**src/rtl/rob_dur_accum_if.sv**
```systemverilog
// ---------------------------------------------------------------------------
// rob_dur_accum_if
// Bundles the control pulses, duration capture strobes, read port and status
// outputs of rob_dur_accum. The clock and reset stay plain module ports.
//
// Signals:
//   start/stop/clear        window control pulses (driver -> accumulator)
//   dp_valid/dp_dur         dispatch-to-commit duration sample
//   wb_valid/wb_fast/wb_dur writeback-to-commit sample with fast/slow class
//   rd_req/rd_sel/rd_bin    read request, class select, histogram bin index
//   rd_valid/rd_sum/rd_cnt/rd_max  read response, one cycle after rd_req
//   state/done/ovf          window state, close pulse, sticky saturation
//
// Modports:
//   master : the side that drives samples and requests (AVF collector / bench)
//   slave  : the accumulator itself
// ---------------------------------------------------------------------------
interface rob_dur_accum_if #(
  parameter int DUR_W = 10,
  parameter int SUM_W = 24,
  parameter int CNT_W = 14
);

  logic             start;
  logic             stop;
  logic             clear;
  logic             dp_valid;
  logic [DUR_W-1:0] dp_dur;
  logic             wb_valid;
  logic             wb_fast;
  logic [DUR_W-1:0] wb_dur;
  logic             rd_req;
  logic [1:0]       rd_sel;
  logic [2:0]       rd_bin;
  logic             rd_valid;
  logic [SUM_W-1:0] rd_sum;
  logic [CNT_W-1:0] rd_cnt;
  logic [DUR_W-1:0] rd_max;
  logic [1:0]       state;
  logic             done;
  logic             ovf;

  modport master (
    output start, stop, clear,
    output dp_valid, dp_dur,
    output wb_valid, wb_fast, wb_dur,
    output rd_req, rd_sel, rd_bin,
    input  rd_valid, rd_sum, rd_cnt, rd_max,
    input  state, done, ovf
  );

  modport slave (
    input  start, stop, clear,
    input  dp_valid, dp_dur,
    input  wb_valid, wb_fast, wb_dur,
    input  rd_req, rd_sel, rd_bin,
    output rd_valid, rd_sum, rd_cnt, rd_max,
    output state, done, ovf
  );

endinterface

```
**src/rtl/rob_dur_accum.sv**
```systemverilog
// ---------------------------------------------------------------------------
// rob_dur_accum
// Downstream consumer of the ROB residency-duration monitor. Accumulates
// saturating sums, sample counts and maxima for three duration classes
// (dispatch-to-commit "dp", writeback fast, writeback slow) over a
// measurement window, freezes them when the window closes and exposes them
// through a one-cycle-latency read port.
//
// Ports:
//   clk_i    clock
//   reset_i  synchronous active-high reset
//   bus      rob_dur_accum_if.slave (control pulses, samples, read port,
//            state/done/ovf status)
//
// Optional feature (macro ROB_DUR_HIST_EN):
//   defined   : eight saturating dp histogram bins indexed by the top three
//               bits of dp_dur, readable with rd_sel = 3 on rd_cnt
//   undefined : no bin storage, rd_sel = 3 reads back all zeros
//
// Window state encoding on bus.state: 0 = IDLE, 1 = ACCUM, 2 = HOLD.
// CNT_W must exceed WINDOW_LOG2 so the dp count cannot saturate before the
// window closes.
// ---------------------------------------------------------------------------
module rob_dur_accum #(
  parameter int DUR_W       = 10,
  parameter int SUM_W       = 24,
  parameter int CNT_W       = 14,
  parameter int WINDOW_LOG2 = 8
) (
  input logic           clk_i,
  input logic           reset_i,
  rob_dur_accum_if.slave bus
);

  typedef enum logic [1:0] {
    IDLE  = 2'd0,
    ACCUM = 2'd1,
    HOLD  = 2'd2
  } state_e;

  localparam int DP   = 0;
  localparam int FAST = 1;
  localparam int SLOW = 2;

  localparam logic [SUM_W-1:0] SumMax = '1;
  localparam logic [CNT_W-1:0] CntMax = '1;
  localparam logic [CNT_W-1:0] WinCnt = CNT_W'(2 ** WINDOW_LOG2);

  state_e           state_q, state_d;
  logic             done_q, done_d;
  logic             ovf_q, ovf_d;

  logic [SUM_W-1:0] sum_q [3];
  logic [SUM_W-1:0] sum_d [3];
  logic [CNT_W-1:0] cnt_q [3];
  logic [CNT_W-1:0] cnt_d [3];
  logic [DUR_W-1:0] max_q [3];
  logic [DUR_W-1:0] max_d [3];

  logic             rdValid_q, rdValid_d;
  logic [SUM_W-1:0] rdSum_q, rdSum_d;
  logic [CNT_W-1:0] rdCnt_q, rdCnt_d;
  logic [DUR_W-1:0] rdMax_q, rdMax_d;

  logic [2:0]       classHit;
  logic [DUR_W-1:0] classDur [3];
  logic [SUM_W:0]   sumWide [3];
  logic [CNT_W:0]   cntWide [3];
  logic             satHit;

`ifdef ROB_DUR_HIST_EN
  logic [CNT_W-1:0] bin_q [8];
  logic [CNT_W-1:0] bin_d [8];
  logic [2:0]       binIdx;
  logic [CNT_W:0]   binWide;
`else
  logic             unusedRdBin;
`endif

  // One extra carry bit on the sum so saturation can be detected as a carry
  // out rather than by comparing against the limit.
  function automatic logic [SUM_W:0] sumAdd(input logic [SUM_W-1:0] a,
                                             input logic [DUR_W-1:0] b);
    sumAdd = {1'b0, a} + {{(SUM_W + 1 - DUR_W){1'b0}}, b};
  endfunction

  function automatic logic [CNT_W:0] cntInc(input logic [CNT_W-1:0] c);
    cntInc = {1'b0, c} + {{CNT_W{1'b0}}, 1'b1};
  endfunction

  // Route each strobe to its class. dp and wb may hit in the same cycle;
  // the writeback sample lands in exactly one of fast/slow.
  assign classHit[DP]   = bus.dp_valid;
  assign classHit[FAST] = bus.wb_valid & bus.wb_fast;
  assign classHit[SLOW] = bus.wb_valid & ~bus.wb_fast;
  assign classDur[DP]   = bus.dp_dur;
  assign classDur[FAST] = bus.wb_dur;
  assign classDur[SLOW] = bus.wb_dur;

`ifdef ROB_DUR_HIST_EN
  assign binIdx  = bus.dp_dur[DUR_W-1 -: 3];
  assign binWide = cntInc(bin_q[binIdx]);
`else
  assign unusedRdBin = ^bus.rd_bin;
`endif

  // Next-state and accumulator update. clear beats start, start beats stop,
  // and samples only count while the window is open. A start inside ACCUM
  // restarts the window, dropping any samples of that cycle. The window
  // closes on stop or on the dp sample that brings the dp count to the
  // window size; that cycle's samples from every class are still counted.
  // The read port snapshots the registered values, so a read sees the state
  // before this edge's updates.
  always_comb begin
    state_d   = state_q;
    done_d    = 1'b0;
    ovf_d     = ovf_q;
    satHit    = 1'b0;
    rdValid_d = bus.rd_req;
    rdSum_d   = rdSum_q;
    rdCnt_d   = rdCnt_q;
    rdMax_d   = rdMax_q;
    for (int c = 0; c < 3; c++) begin
      sum_d[c]   = sum_q[c];
      cnt_d[c]   = cnt_q[c];
      max_d[c]   = max_q[c];
      sumWide[c] = sumAdd(sum_q[c], classDur[c]);
      cntWide[c] = cntInc(cnt_q[c]);
    end
`ifdef ROB_DUR_HIST_EN
    for (int b = 0; b < 8; b++) begin
      bin_d[b] = bin_q[b];
    end
`endif

    if (bus.clear || bus.start) begin
      state_d = bus.clear ? IDLE : ACCUM;
      ovf_d   = 1'b0;
      for (int c = 0; c < 3; c++) begin
        sum_d[c] = '0;
        cnt_d[c] = '0;
        max_d[c] = '0;
      end
`ifdef ROB_DUR_HIST_EN
      for (int b = 0; b < 8; b++) begin
        bin_d[b] = '0;
      end
`endif
    end else if (state_q == ACCUM) begin
      for (int c = 0; c < 3; c++) begin
        if (classHit[c]) begin
          sum_d[c] = sumWide[c][SUM_W] ? SumMax : sumWide[c][SUM_W-1:0];
          cnt_d[c] = cntWide[c][CNT_W] ? CntMax : cntWide[c][CNT_W-1:0];
          max_d[c] = (classDur[c] > max_q[c]) ? classDur[c] : max_q[c];
          satHit   = satHit | sumWide[c][SUM_W] | cntWide[c][CNT_W];
        end
      end
`ifdef ROB_DUR_HIST_EN
      if (bus.dp_valid) begin
        bin_d[binIdx] = binWide[CNT_W] ? CntMax : binWide[CNT_W-1:0];
        satHit        = satHit | binWide[CNT_W];
      end
`endif
      ovf_d = ovf_q | satHit;
      if (bus.stop || (classHit[DP] && (cntWide[DP][CNT_W-1:0] == WinCnt))) begin
        state_d = HOLD;
        done_d  = 1'b1;
      end
    end

    if (bus.rd_req) begin
      case (bus.rd_sel)
        2'd0: begin
          rdSum_d = sum_q[DP];
          rdCnt_d = cnt_q[DP];
          rdMax_d = max_q[DP];
        end
        2'd1: begin
          rdSum_d = sum_q[FAST];
          rdCnt_d = cnt_q[FAST];
          rdMax_d = max_q[FAST];
        end
        2'd2: begin
          rdSum_d = sum_q[SLOW];
          rdCnt_d = cnt_q[SLOW];
          rdMax_d = max_q[SLOW];
        end
        default: begin
          rdSum_d = '0;
          rdMax_d = '0;
`ifdef ROB_DUR_HIST_EN
          rdCnt_d = bin_q[bus.rd_bin];
`else
          rdCnt_d = '0;
`endif
        end
      endcase
    end
  end

  // State, accumulator and read-port registers with synchronous reset.
  always_ff @(posedge clk_i) begin
    if (reset_i) begin
      state_q   <= IDLE;
      done_q    <= 1'b0;
      ovf_q     <= 1'b0;
      rdValid_q <= 1'b0;
      rdSum_q   <= '0;
      rdCnt_q   <= '0;
      rdMax_q   <= '0;
      for (int c = 0; c < 3; c++) begin
        sum_q[c] <= '0;
        cnt_q[c] <= '0;
        max_q[c] <= '0;
      end
`ifdef ROB_DUR_HIST_EN
      for (int b = 0; b < 8; b++) begin
        bin_q[b] <= '0;
      end
`endif
    end else begin
      state_q   <= state_d;
      done_q    <= done_d;
      ovf_q     <= ovf_d;
      rdValid_q <= rdValid_d;
      rdSum_q   <= rdSum_d;
      rdCnt_q   <= rdCnt_d;
      rdMax_q   <= rdMax_d;
      for (int c = 0; c < 3; c++) begin
        sum_q[c] <= sum_d[c];
        cnt_q[c] <= cnt_d[c];
        max_q[c] <= max_d[c];
      end
`ifdef ROB_DUR_HIST_EN
      for (int b = 0; b < 8; b++) begin
        bin_q[b] <= bin_d[b];
      end
`endif
    end
  end

  assign bus.state    = state_q;
  assign bus.done     = done_q;
  assign bus.ovf      = ovf_q;
  assign bus.rd_valid = rdValid_q;
  assign bus.rd_sum   = rdSum_q;
  assign bus.rd_cnt   = rdCnt_q;
  assign bus.rd_max   = rdMax_q;

endmodule
```
**src/flat_wrapper.sv**
```systemverilog
// flat-port wrapper written by rule: the top's interface ports become plain ports
module rob_dur_accum_flat 
#(
  parameter int DUR_W       = 10,
  parameter int SUM_W       = 24,
  parameter int CNT_W       = 14,
  parameter int WINDOW_LOG2 = 8
)
  (clk_i, reset_i, bus_start, bus_stop, bus_clear, bus_dp_valid, bus_dp_dur, bus_wb_valid, bus_wb_fast, bus_wb_dur, bus_rd_req, bus_rd_sel, bus_rd_bin, bus_rd_valid, bus_rd_sum, bus_rd_cnt, bus_rd_max, bus_state, bus_done, bus_ovf);
  rob_dur_accum_if #(.DUR_W(DUR_W), .SUM_W(SUM_W), .CNT_W(CNT_W)) bus_i ();
  input logic clk_i;
  input logic reset_i;
  input wire logic [$bits(bus_i.start)-1:0] bus_start;
  input wire logic [$bits(bus_i.stop)-1:0] bus_stop;
  input wire logic [$bits(bus_i.clear)-1:0] bus_clear;
  input wire logic [$bits(bus_i.dp_valid)-1:0] bus_dp_valid;
  input wire logic [$bits(bus_i.dp_dur)-1:0] bus_dp_dur;
  input wire logic [$bits(bus_i.wb_valid)-1:0] bus_wb_valid;
  input wire logic [$bits(bus_i.wb_fast)-1:0] bus_wb_fast;
  input wire logic [$bits(bus_i.wb_dur)-1:0] bus_wb_dur;
  input wire logic [$bits(bus_i.rd_req)-1:0] bus_rd_req;
  input wire logic [$bits(bus_i.rd_sel)-1:0] bus_rd_sel;
  input wire logic [$bits(bus_i.rd_bin)-1:0] bus_rd_bin;
  output wire logic [$bits(bus_i.rd_valid)-1:0] bus_rd_valid;
  output wire logic [$bits(bus_i.rd_sum)-1:0] bus_rd_sum;
  output wire logic [$bits(bus_i.rd_cnt)-1:0] bus_rd_cnt;
  output wire logic [$bits(bus_i.rd_max)-1:0] bus_rd_max;
  output wire logic [$bits(bus_i.state)-1:0] bus_state;
  output wire logic [$bits(bus_i.done)-1:0] bus_done;
  output wire logic [$bits(bus_i.ovf)-1:0] bus_ovf;
  assign bus_i.start = bus_start;
  assign bus_i.stop = bus_stop;
  assign bus_i.clear = bus_clear;
  assign bus_i.dp_valid = bus_dp_valid;
  assign bus_i.dp_dur = bus_dp_dur;
  assign bus_i.wb_valid = bus_wb_valid;
  assign bus_i.wb_fast = bus_wb_fast;
  assign bus_i.wb_dur = bus_wb_dur;
  assign bus_i.rd_req = bus_rd_req;
  assign bus_i.rd_sel = bus_rd_sel;
  assign bus_i.rd_bin = bus_rd_bin;
  assign bus_rd_valid = bus_i.rd_valid;
  assign bus_rd_sum = bus_i.rd_sum;
  assign bus_rd_cnt = bus_i.rd_cnt;
  assign bus_rd_max = bus_i.rd_max;
  assign bus_state = bus_i.state;
  assign bus_done = bus_i.done;
  assign bus_ovf = bus_i.ovf;
  rob_dur_accum #(.DUR_W(DUR_W), .SUM_W(SUM_W), .CNT_W(CNT_W), .WINDOW_LOG2(WINDOW_LOG2)) u_core (.clk_i(clk_i), .reset_i(reset_i), .bus(bus_i));
endmodule
```
**config.mk**
```make
export PLATFORM = sky130hd
export DESIGN_NAME = rob_dur_accum_flat
export DESIGN_NICKNAME = d
export VERILOG_FILES = /design/src/rtl/rob_dur_accum_if.sv /design/src/rtl/rob_dur_accum.sv /design/src/flat_wrapper.sv
export SDC_FILE = /design/constraint.sdc
export NUM_CORES = 1
export LEC_CHECK = 0
export CORE_UTILIZATION = 30
export DETAILED_ROUTE_END_ITERATION = 12
export PLACE_DENSITY = 0.44
export SLEW_MARGIN = 5
export SYNTH_ARGS = -nofsm -noshare
export SYNTH_HDL_FRONTEND = slang
export SYNTH_SLANG_ARGS = --single-unit
```
**constraint.sdc**
```tcl
create_clock -name clk_i -period 3.1 [get_ports clk_i]
set_input_delay 0.775 -clock clk_i [delete_from_list [all_inputs] [get_ports clk_i]]
set_output_delay 0.775 -clock clk_i [all_outputs]
set_load 0.01 [all_outputs]
```
==> results of run 1 <==
-- power groups by stage --
stage / Sequential [uW] / Clock, uW / Combinational (uW)
after floorplan: 2660 / 0 / 258
after global placement: 2640 / 0 / 550
after detailed placement: 2640 / 0 / 552
after CTS: 2590 / 2270 / 554
after global routing: 2590 / 2360 / 603
final: 2590 / 2190 / 546
-- synthesized netlist by cell type (4+ instances only) --
cell	n
sky130_fd_sc_hd__dfxtp_1	197
sky130_fd_sc_hd__a21oi_1	165
sky130_fd_sc_hd__nor2_1	162
sky130_fd_sc_hd__mux2i_1	73
sky130_fd_sc_hd__o21ai_0	72
sky130_fd_sc_hd__nand2_1	71
sky130_fd_sc_hd__a211oi_1	70
sky130_fd_sc_hd__ha_1	64
sky130_fd_sc_hd__clkbuf_1	56
sky130_fd_sc_hd__nand3_1	48
sky130_fd_sc_hd__inv_1	46
sky130_fd_sc_hd__nor3_1	29
sky130_fd_sc_hd__nand4_1	28
sky130_fd_sc_hd__a31oi_1	25
sky130_fd_sc_hd__xnor2_1	24
sky130_fd_sc_hd__xor2_1	22
sky130_fd_sc_hd__and3_1	20
sky130_fd_sc_hd__a21o_1	16
sky130_fd_sc_hd__nand2b_1	13
sky130_fd_sc_hd__buf_2	12
sky130_fd_sc_hd__and4_1	11
sky130_fd_sc_hd__nor2b_1	11
sky130_fd_sc_hd__o211ai_1	11
sky130_fd_sc_hd__a311oi_1	10
sky130_fd_sc_hd__o21a_1	10
sky130_fd_sc_hd__and2_1	7
sky130_fd_sc_hd__o211a_1	7
sky130_fd_sc_hd__a211o_1	5
sky130_fd_sc_hd__buf_1	5
sky130_fd_sc_hd__buf_6	5
sky130_fd_sc_hd__nor3_2	5
sky130_fd_sc_hd__nor4_1	5
sky130_fd_sc_hd__or3_1	5
sky130_fd_sc_hd__a41oi_1	4
-- routing by layer --
layer  global-route usage  share of wire  up-vias  routed length (um)
met2                0.265           0.41      157               14100
li1                     -              -     5278                   -
met5                    0              0        -                   0
met1                0.287           0.55     4751               18900
met3               0.0211          0.024       15                 825
met4               0.0365         0.0076        0                 258
-- cell families (layout without fill, tap and decap cells) --
logic type	count (synthesis)	count (layout)	synth area share
AO/OA/AOI/OAI	418	418	0.230
XOR/XNOR	46	46	0.0359
adder cells (fa/ha/maj)	67	67	0.0767
buffers and inverters	127	293	0.0482
flip-flops	197	197	0.352
multiplexers	74	74	0.0661
AND/OR/NAND/NOR	433	433	0.192
-- worst register-to-register path, cell delays in order (launching register included) --
cell                       delay (ns)
sky130_fd_sc_hd__dfxtp_1         0.42
sky130_fd_sc_hd__ha_1            0.21
sky130_fd_sc_hd__inv_1           0.06
sky130_fd_sc_hd__fa_1            0.38
sky130_fd_sc_hd__nand2b_1        0.17
sky130_fd_sc_hd__a21o_1          0.20
sky130_fd_sc_hd__a211o_1         0.33
sky130_fd_sc_hd__a21oi_2         0.28
sky130_fd_sc_hd__a41oi_1         0.15
sky130_fd_sc_hd__a311oi_1        0.25
-- final cells by class --
cell class                 count  area (um^2)
fill                        3788        22800
multi-input combinational   1038         6760
sequential                   197         3940
timing repair buffer         216         1880
tap                          468          586
clock buffer                  19          433
inverter                      46          173
clock inverter                12          119
-- placed cells by master (no fill, tap or decap), types with 24 or more instances in the layout --
master | synthesis | final
sky130_fd_sc_hd__dfxtp_1 | 197 | 197
sky130_fd_sc_hd__a21oi_1 | 165 | 165
sky130_fd_sc_hd__nor2_1 | 162 | 162
sky130_fd_sc_hd__buf_4 | 3 | 129
sky130_fd_sc_hd__clkdlybuf4s50_1 | 0 | 77
sky130_fd_sc_hd__mux2i_1 | 73 | 73
sky130_fd_sc_hd__o21ai_0 | 72 | 72
sky130_fd_sc_hd__nand2_1 | 71 | 71
sky130_fd_sc_hd__a211oi_1 | 70 | 70
sky130_fd_sc_hd__ha_1 | 64 | 64
sky130_fd_sc_hd__nand3_1 | 48 | 48
sky130_fd_sc_hd__inv_1 | 46 | 46
sky130_fd_sc_hd__nand4_1 | 28 | 28
sky130_fd_sc_hd__nor3_1 | 29 | 28
sky130_fd_sc_hd__a31oi_1 | 25 | 25
sky130_fd_sc_hd__xnor2_1 | 24 | 24
-- registers in the layout, indices dropped and copies added (netlist names) --
| register | count |
|---|---|
| u_core.sum_q | 72 |
| u_core.cnt_q | 42 |
| u_core.max_q | 30 |
| u_core.bus.rd_sum | 24 |
| u_core.bus.rd_cnt | 14 |
| u_core.bus.rd_max | 10 |
| u_core.bus.state | 2 |
| u_core.bus.done | 1 |
| u_core.bus.ovf | 1 |
| u_core.bus.rd_valid | 1 |
-- worst max-delay path by stage --
stage / start / to / cells past startpoint
detailed placement: bus_wb_dur[0] / u_core.sum_q[0][66] / 12
global route: bus_dp_dur[0] / u_core.sum_q[0][20] / 10
CTS: bus_wb_dur[0] / u_core.sum_q[0][66] / 12
global placement: bus_wb_dur[0] / u_core.sum_q[0][60] / 12
finish: bus_wb_dur[6] / u_core.max_q[0][14] / 10
floorplan: bus_wb_dur[0] / u_core.bus.ovf / 9
-- per-stage QoR --
step / worst slack [ns] / instances
finish: 0.137 / 1996
floorplan: 0.301 / 1362
CTS: 0.0710 / 1996
global placement: -0.371 / 1965
detailed placement: -0.401 / 1965
global route: -0.0274 / 1996
-- what timing repair did --
action	4_1_cts	5_1_grt
endpoints found under the setup margin	0	33
resized for setup	0	3
hold endpoints to repair	0	0
==> results.yml, run 1 <==
placement:
  port-buffer-count: 83
  dp.final_hpwl_mm: 25.4
  dpl-instance-area_mm2: 0.0133
  gp_congestion: 0.818
power:
  seq_power_share: 0.486
  p_leak_uw: 0.00530
  cell_internal_pwr_uw: 3940
  power_density_mw_per_mm2: 383
  share_clk_of_total_power: 0.412
  pwr-share-comb: 0.103
  power.total_uw: 5320
  irDropWorstVdd_mv: 0.272
  power_switching_uw: 1380
  netSwitchingFraction: 0.260
die:
  fp.dieArea_mm2: 0.0382
  core-area_mm2: 0.0367
  initial_core_utilization: 0.306
  die_height_um: 195
  design.portCount: 87
  horiz_die_dim_um: 195
  placement_rows: 70
worst_setup_path:
  timing.critical_path.required_ns: 3.43
  cp_top_family: "buffers and inverters"
  cp.arrival_ns: 3.29
  cp-end-kind: "register"
  critPathMaxFanout: 5
  cp.buffers_inverters: 3
  critical-path-slowest-cell: "sky130_fd_sc_hd__clkdlybuf4s50_1"
  r2r_cells: 9
  endpoint_of_the_lowest_slack_register_to_register_path: "u_core.sum_q[0][20]"
  crit_path_start_kind: "input port"
  rrSetupSlack_ns: 0.55
  timing_worst_setup_path_type: "input port to register"
  cp_common_cell: "sky130_fd_sc_hd__o21a_1"
  worst_path_largest_cell_delay_ns: 0.61
  worstReg2RegStart: "u_core.sum_q[0][0]"
  path_cells: "clkdlybuf4s50_1 -> buf_4 -> ha_1 -> o21a_1 -> o21a_1 -> o21a_1 -> o221ai_1 -> buf_4 -> mux2i_1 -> nor2_1"
yosys:
  synth_top_area_cell: "sky130_fd_sc_hd__dfxtp_1"
  synth_area_per_cell_um2: 8.24
  ys_seq_area_frac: 0.352
  synth_cell_type_count: 68
  yosys_register_bits: 197
  number_of_enable_type_register_cells_in_the_synthesized_netlist: 0
  synthesis.yosys.warnings: 0
  syn_inst: 1362
  ys_dominant_reg_cell: "sky130_fd_sc_hd__dfxtp_1"
  syn_nets: 1463
  synth_top_cell_area_share: 0.352
  synthTopCellsByArea: "sky130_fd_sc_hd__dfxtp_1 (35%), sky130_fd_sc_hd__a21oi_1 (7.4%), sky130_fd_sc_hd__ha_1 (7.1%), sky130_fd_sc_hd__mux2i_1 (6.5%), sky130_fd_sc_hd__nor2_1 (5.4%)"
  synth.cell_area_mm2: 0.0112
  async_flop_share: 0
timing:
  setup-violations-final: 0
  final_min_period_over_clock_period: 0.956
  relSlewSlack: 0.519
  whs_ns: 0.478
  timing.final.crit_period_ns: 2.96
  finalClockSkew_ns: 0.0147
  final_hold_vios: 0
  grt_setup_unrepaired: "yes"
  slew_violations: 0
  fmax_ghz: 0.337
  tightest_slew_ns: 0.719
  setup_tns_ns: 0
clock_network:
  cts.htree.levels: 4
  reg_clk_slew_reported_paths_ns: 0.08
  cts-root-buf: "sky130_fd_sc_hd__clkbuf_16"
  post-cts-setup-buffer-count: 0
  numClockSinks: 197
  clock_tree_from_tritoncts: "yes"
  holdBufCountCts: 0
  clk_latency_worst_skew_pair_ns: 0.45
  cts_buffers: 17
  clockBufferDepth: 2
route:
  drcViolationCount: 0
  routed_wl_mm: 34.1
  detail_route.iter0.violations: 743
  route.detailed.wl_per_inst_um: 17.1
  count_of_nets_left_with_antenna_violations_after_detail_routing: 0
  vias_per_cell: 5.11
  num_vias: 10200
  drt_first_pass_iters: 5
final_layout:
  antenna_cells_inserted: 0
  fin_util: 0.379
  nets: 1617
  final_layout_size_suffix_gt1_frac: 0.124
  synthToLayoutAreaGrowth_pct: 23.8
  post-route-cell-area_mm2: 0.0139
global_routing:
  grt_pass1_vias: 9709
  globalRoute.totalOverflow: 0
  global_route_wire_length_before_repair_mm: 55.2
  grt_start_max_net_pins: 90
  grt_antenna_before_repair: 0
  gr-usage-all-layers: 0.183
min_path:
  path_class_of_the_lowest_slack_min_delay_path: "register to register"
  worst_hold_path.endpoint: "u_core.max_q[0][24]"
  timing.hold.worst.start: "u_core.max_q[0][24]"
  whs_path_depth: 2
run_status:
  outcome: "complete, no violations"
run:
  max-cap-violations: 0
Power figures use the tool's default switching activity.
==> inputs of run 2 (changes only) <==
Settings changed: ABC_AREA set to 1, PLACE_DENSITY 0.44 to 0.43.
==> run 2 against run 1 <==
  * Hold slack worse by 0.015 ns
  * Clock power up 14%
  * Combinational power down 21%
  * First-iteration DRC count down 2.4%
  * Critical path type unchanged
  * Critical endpoint is now u_core.bus.ovf
  * Largest cell class unchanged
  * Critical path depth rose by 4
  * Sequential cell count is the same
  * Sequential share of layout area is 1.0 points lower
  * Worst setup slack better by 0.15 ns
==> results.yml, run 2 <==
run_status:
  outcome: "complete, no violations"
global_routing:
  grt_antenna_before_repair: 2
  grt_start_max_net_pins: 96
  gr-usage-all-layers: 0.206
  grt_pass1_vias: 11000
  globalRoute.totalOverflow: 0
  global_route_wire_length_before_repair_mm: 62.1
yosys:
  ys_top_cells_by_count: "sky130_fd_sc_hd__nand2_1 (389), sky130_fd_sc_hd__inv_1 (232), sky130_fd_sc_hd__dfxtp_1 (197), sky130_fd_sc_hd__a21oi_1 (155), sky130_fd_sc_hd__o21ai_0 (137)"
  synth_cell_type_count: 54
  synthMostInstantiatedCell: "sky130_fd_sc_hd__nand2_1"
  async_flop_share: 0
  ys_seq_area_frac: 0.336
  synth_top_area_cell: "sky130_fd_sc_hd__dfxtp_1"
  synthesis.yosys.warnings: 0
  yosys_register_bits: 197
  synth_area_per_cell_um2: 6.79
  number_of_enable_type_register_cells_in_the_synthesized_netlist: 0
  synthTopCellsByArea: "sky130_fd_sc_hd__dfxtp_1 (34%), sky130_fd_sc_hd__nand2_1 (12%), sky130_fd_sc_hd__inv_1 (7.4%), sky130_fd_sc_hd__ha_1 (6.8%), sky130_fd_sc_hd__a21oi_1 (6.6%)"
  synth_top_cell_area_share: 0.336
  syn_inst: 1727
  ys_dominant_reg_cell: "sky130_fd_sc_hd__dfxtp_1"
  syn_nets: 1828
  synth.cell_area_mm2: 0.0117
timing:
  finalClockSkew_ns: 0.0111
  timing.final.crit_period_ns: 2.81
  grt_setup_unrepaired: "no"
  whs_ns: 0.464
  slew_violations: 0
  final_hold_vios: 0
  worst_slack_ns: 0.290
  relSlewSlack: 0.225
  setup-violations-final: 0
  tightest_slew_ns: 1.16
  setup_tns_ns: 0
  final_min_period_over_clock_period: 0.906
  fmax_ghz: 0.356
die:
  initial_core_utilization: 0.304
  horiz_die_dim_um: 200
  fp.dieArea_mm2: 0.0399
  placement_rows: 72
  core-area_mm2: 0.0386
  die_height_um: 200
  design.portCount: 87
final_layout:
  footprint_of_the_multi_input_gates_mm2: 0.00662
  nets: 1971
  largest_register_ff_count: 72
  final_layout_size_suffix_gt1_frac: 0.101
  regs_by_ff_count: "u_core.sum_q: 72 flops, u_core.cnt_q: 42 flops, u_core.max_q: 30 flops"
  max_flop_register: "u_core.sum_q"
  layout.filler_cells: 4240
  antenna_cells_inserted: 0
  layout.cells.most_common_list: "sky130_fd_sc_hd__nand2_1 (389), sky130_fd_sc_hd__inv_1 (231), sky130_fd_sc_hd__dfxtp_1 (197)"
  layout.cells.most_common: "sky130_fd_sc_hd__nand2_1"
  area.sequential_mm2: 0.00394
  synthToLayoutAreaGrowth_pct: 22.8
worst_setup_path:
  crit_path_start_kind: "input port"
  rrSetupSlack_ns: 0.87
  cp-end-kind: "register"
  endpoint_of_the_lowest_slack_register_to_register_path: "u_core.sum_q[0][22]"
  worst_setup_path_start: "bus_wb_dur[0]"
  r2r_cells: 15
  worstReg2RegStart: "u_core.sum_q[0][0]"
  timing_worst_setup_path_type: "input port to register"
  cp.arrival_ns: 3.22
  critPathMaxFanout: 10
  cp-endpoint: "u_core.bus.ovf"
  timing.critical_path.required_ns: 3.51
placement:
  post-place-ws_ns: -0.213
  gp_congestion: 0.831
  dp.final_hpwl_mm: 29.9
  port-buffer-count: 83
clock_network:
  cts_buffers: 17
  clockBufferDepth: 2
  cts.htree.levels: 4
  numClockSinks: 197
  clk_latency_worst_skew_pair_ns: 0.47
  cts-root-buf: "sky130_fd_sc_hd__clkbuf_16"
  holdBufCountCts: 0
  post-cts-setup-buffer-count: 0
  clock_tree_from_tritoncts: "yes"
  reg_clk_slew_reported_paths_ns: 0.08
  cts_repair_resize_count: 0
power:
  irDropWorstVdd_mv: 0.417
  power_density_mw_per_mm2: 380
  p_leak_uw: 0.00593
run:
  max-cap-violations: 0
route:
  vias_per_cell: 4.82
  num_vias: 11600
  drcViolationCount: 0
  count_of_nets_left_with_antenna_violations_after_detail_routing: 0
  detail_route.iter0.violations: 725
  routed_wl_mm: 39.6
  route.detailed.wl_per_inst_um: 16.5
  drt_first_pass_iters: 7
min_path:
  timing.hold.worst.start: "u_core.bus.rd_sum[7]"
  path_class_of_the_lowest_slack_min_delay_path: "register to register"
## run 2: changes by cell type after synthesis, sizes merged, moves of 19 or more
cell / change
and3: -19
o22ai: +23
a211oi: -65
nand2: +331
nor3: +26
o21ai: +72
inv: +195
nand3: +52
mux2i: -73
nor2: -40
## run 2: where the power goes
| group | internal, uW | leakage, uW | total (uW) | switching, uW |
|---|---|---|---|---|
| Clock | 1420 | 0.000307 | 2500 | 1080 |
| Combinational | 159 | 0.00403 | 429 | 270 |
| Sequential | 2540 | 0.00159 | 2540 | 5.84 |
| Total | 4120 | 0.00593 | 5470 | 1360 |
## run 2: cell type report
cell class	count	share of cell area
flip-flops and latches	197	0.274
clock inverters	10	0.0118
well taps	518	0.0450
inverters	242	0.0631
repair buffers	187	0.114
multi-input cells	1225	0.460
clock buffers	22	0.0329
## run 2: kinds of logic (layout without fill, tap and decap cells)
family,Yosys count,in the layout,share of synthesized area
adder cells (fa/ha/maj),67,67,0.0734
AO/OA/AOI/OAI,394,394,0.189
flip-flops,197,197,0.336
XOR/XNOR,39,39,0.0291
buffers and inverters,305,461,0.0998
AND/OR/NAND/NOR,725,725,0.273
## run 2: per-layer routing
metal,up-vias,GRT usage,part of all wire
met5,-,0,0.00033
met4,2,0.0557,0.014
met3,30,0.0278,0.034
met2,198,0.313,0.43
met1,5332,0.301,0.52
li1,6005,-,-
## run 2: per-stage QoR
step / cells / total power [uW] / utilization / cell area (um^2)
finish: 2401 / 5470 / 0.374 / 14400
global route: 2401 / 5680 / 0.374 / 14400
CTS: 2401 / 5560 / 0.374 / 14400
detailed placement: 2369 / 3030 / 0.357 / 13800
global placement: 2369 / 3030 / 0.357 / 13800
floorplan: 1727 / 2820 / - / 11700
## run 2: worst min path at each step
stage	endpoint	depth (start not counted)
after detailed placement	u_core.bus.rd_sum[4]	2
after global placement	u_core.bus.rd_sum[11]	2
after global routing	u_core.bus.rd_sum[7]	2
after floorplan	u_core.max_q[0][20]	2
after CTS	u_core.bus.rd_sum[1]	2
final	u_core.bus.rd_sum[7]	2
## run 2: critical path: stages
cell	delay, ns
sky130_fd_sc_hd__clkdlybuf4s50_1	0.60
sky130_fd_sc_hd__ha_1	0.18
sky130_fd_sc_hd__inv_1	0.05
sky130_fd_sc_hd__fa_1	0.38
sky130_fd_sc_hd__nand3b_1	0.17
sky130_fd_sc_hd__nand2_1	0.10
sky130_fd_sc_hd__nand3_2	0.10
sky130_fd_sc_hd__o21bai_4	0.14
sky130_fd_sc_hd__nand2_2	0.08
sky130_fd_sc_hd__nand2_4	0.08
sky130_fd_sc_hd__nand3_2	0.23
sky130_fd_sc_hd__nand4_1	0.18
sky130_fd_sc_hd__nand2_1	0.07
sky130_fd_sc_hd__inv_1	0.07
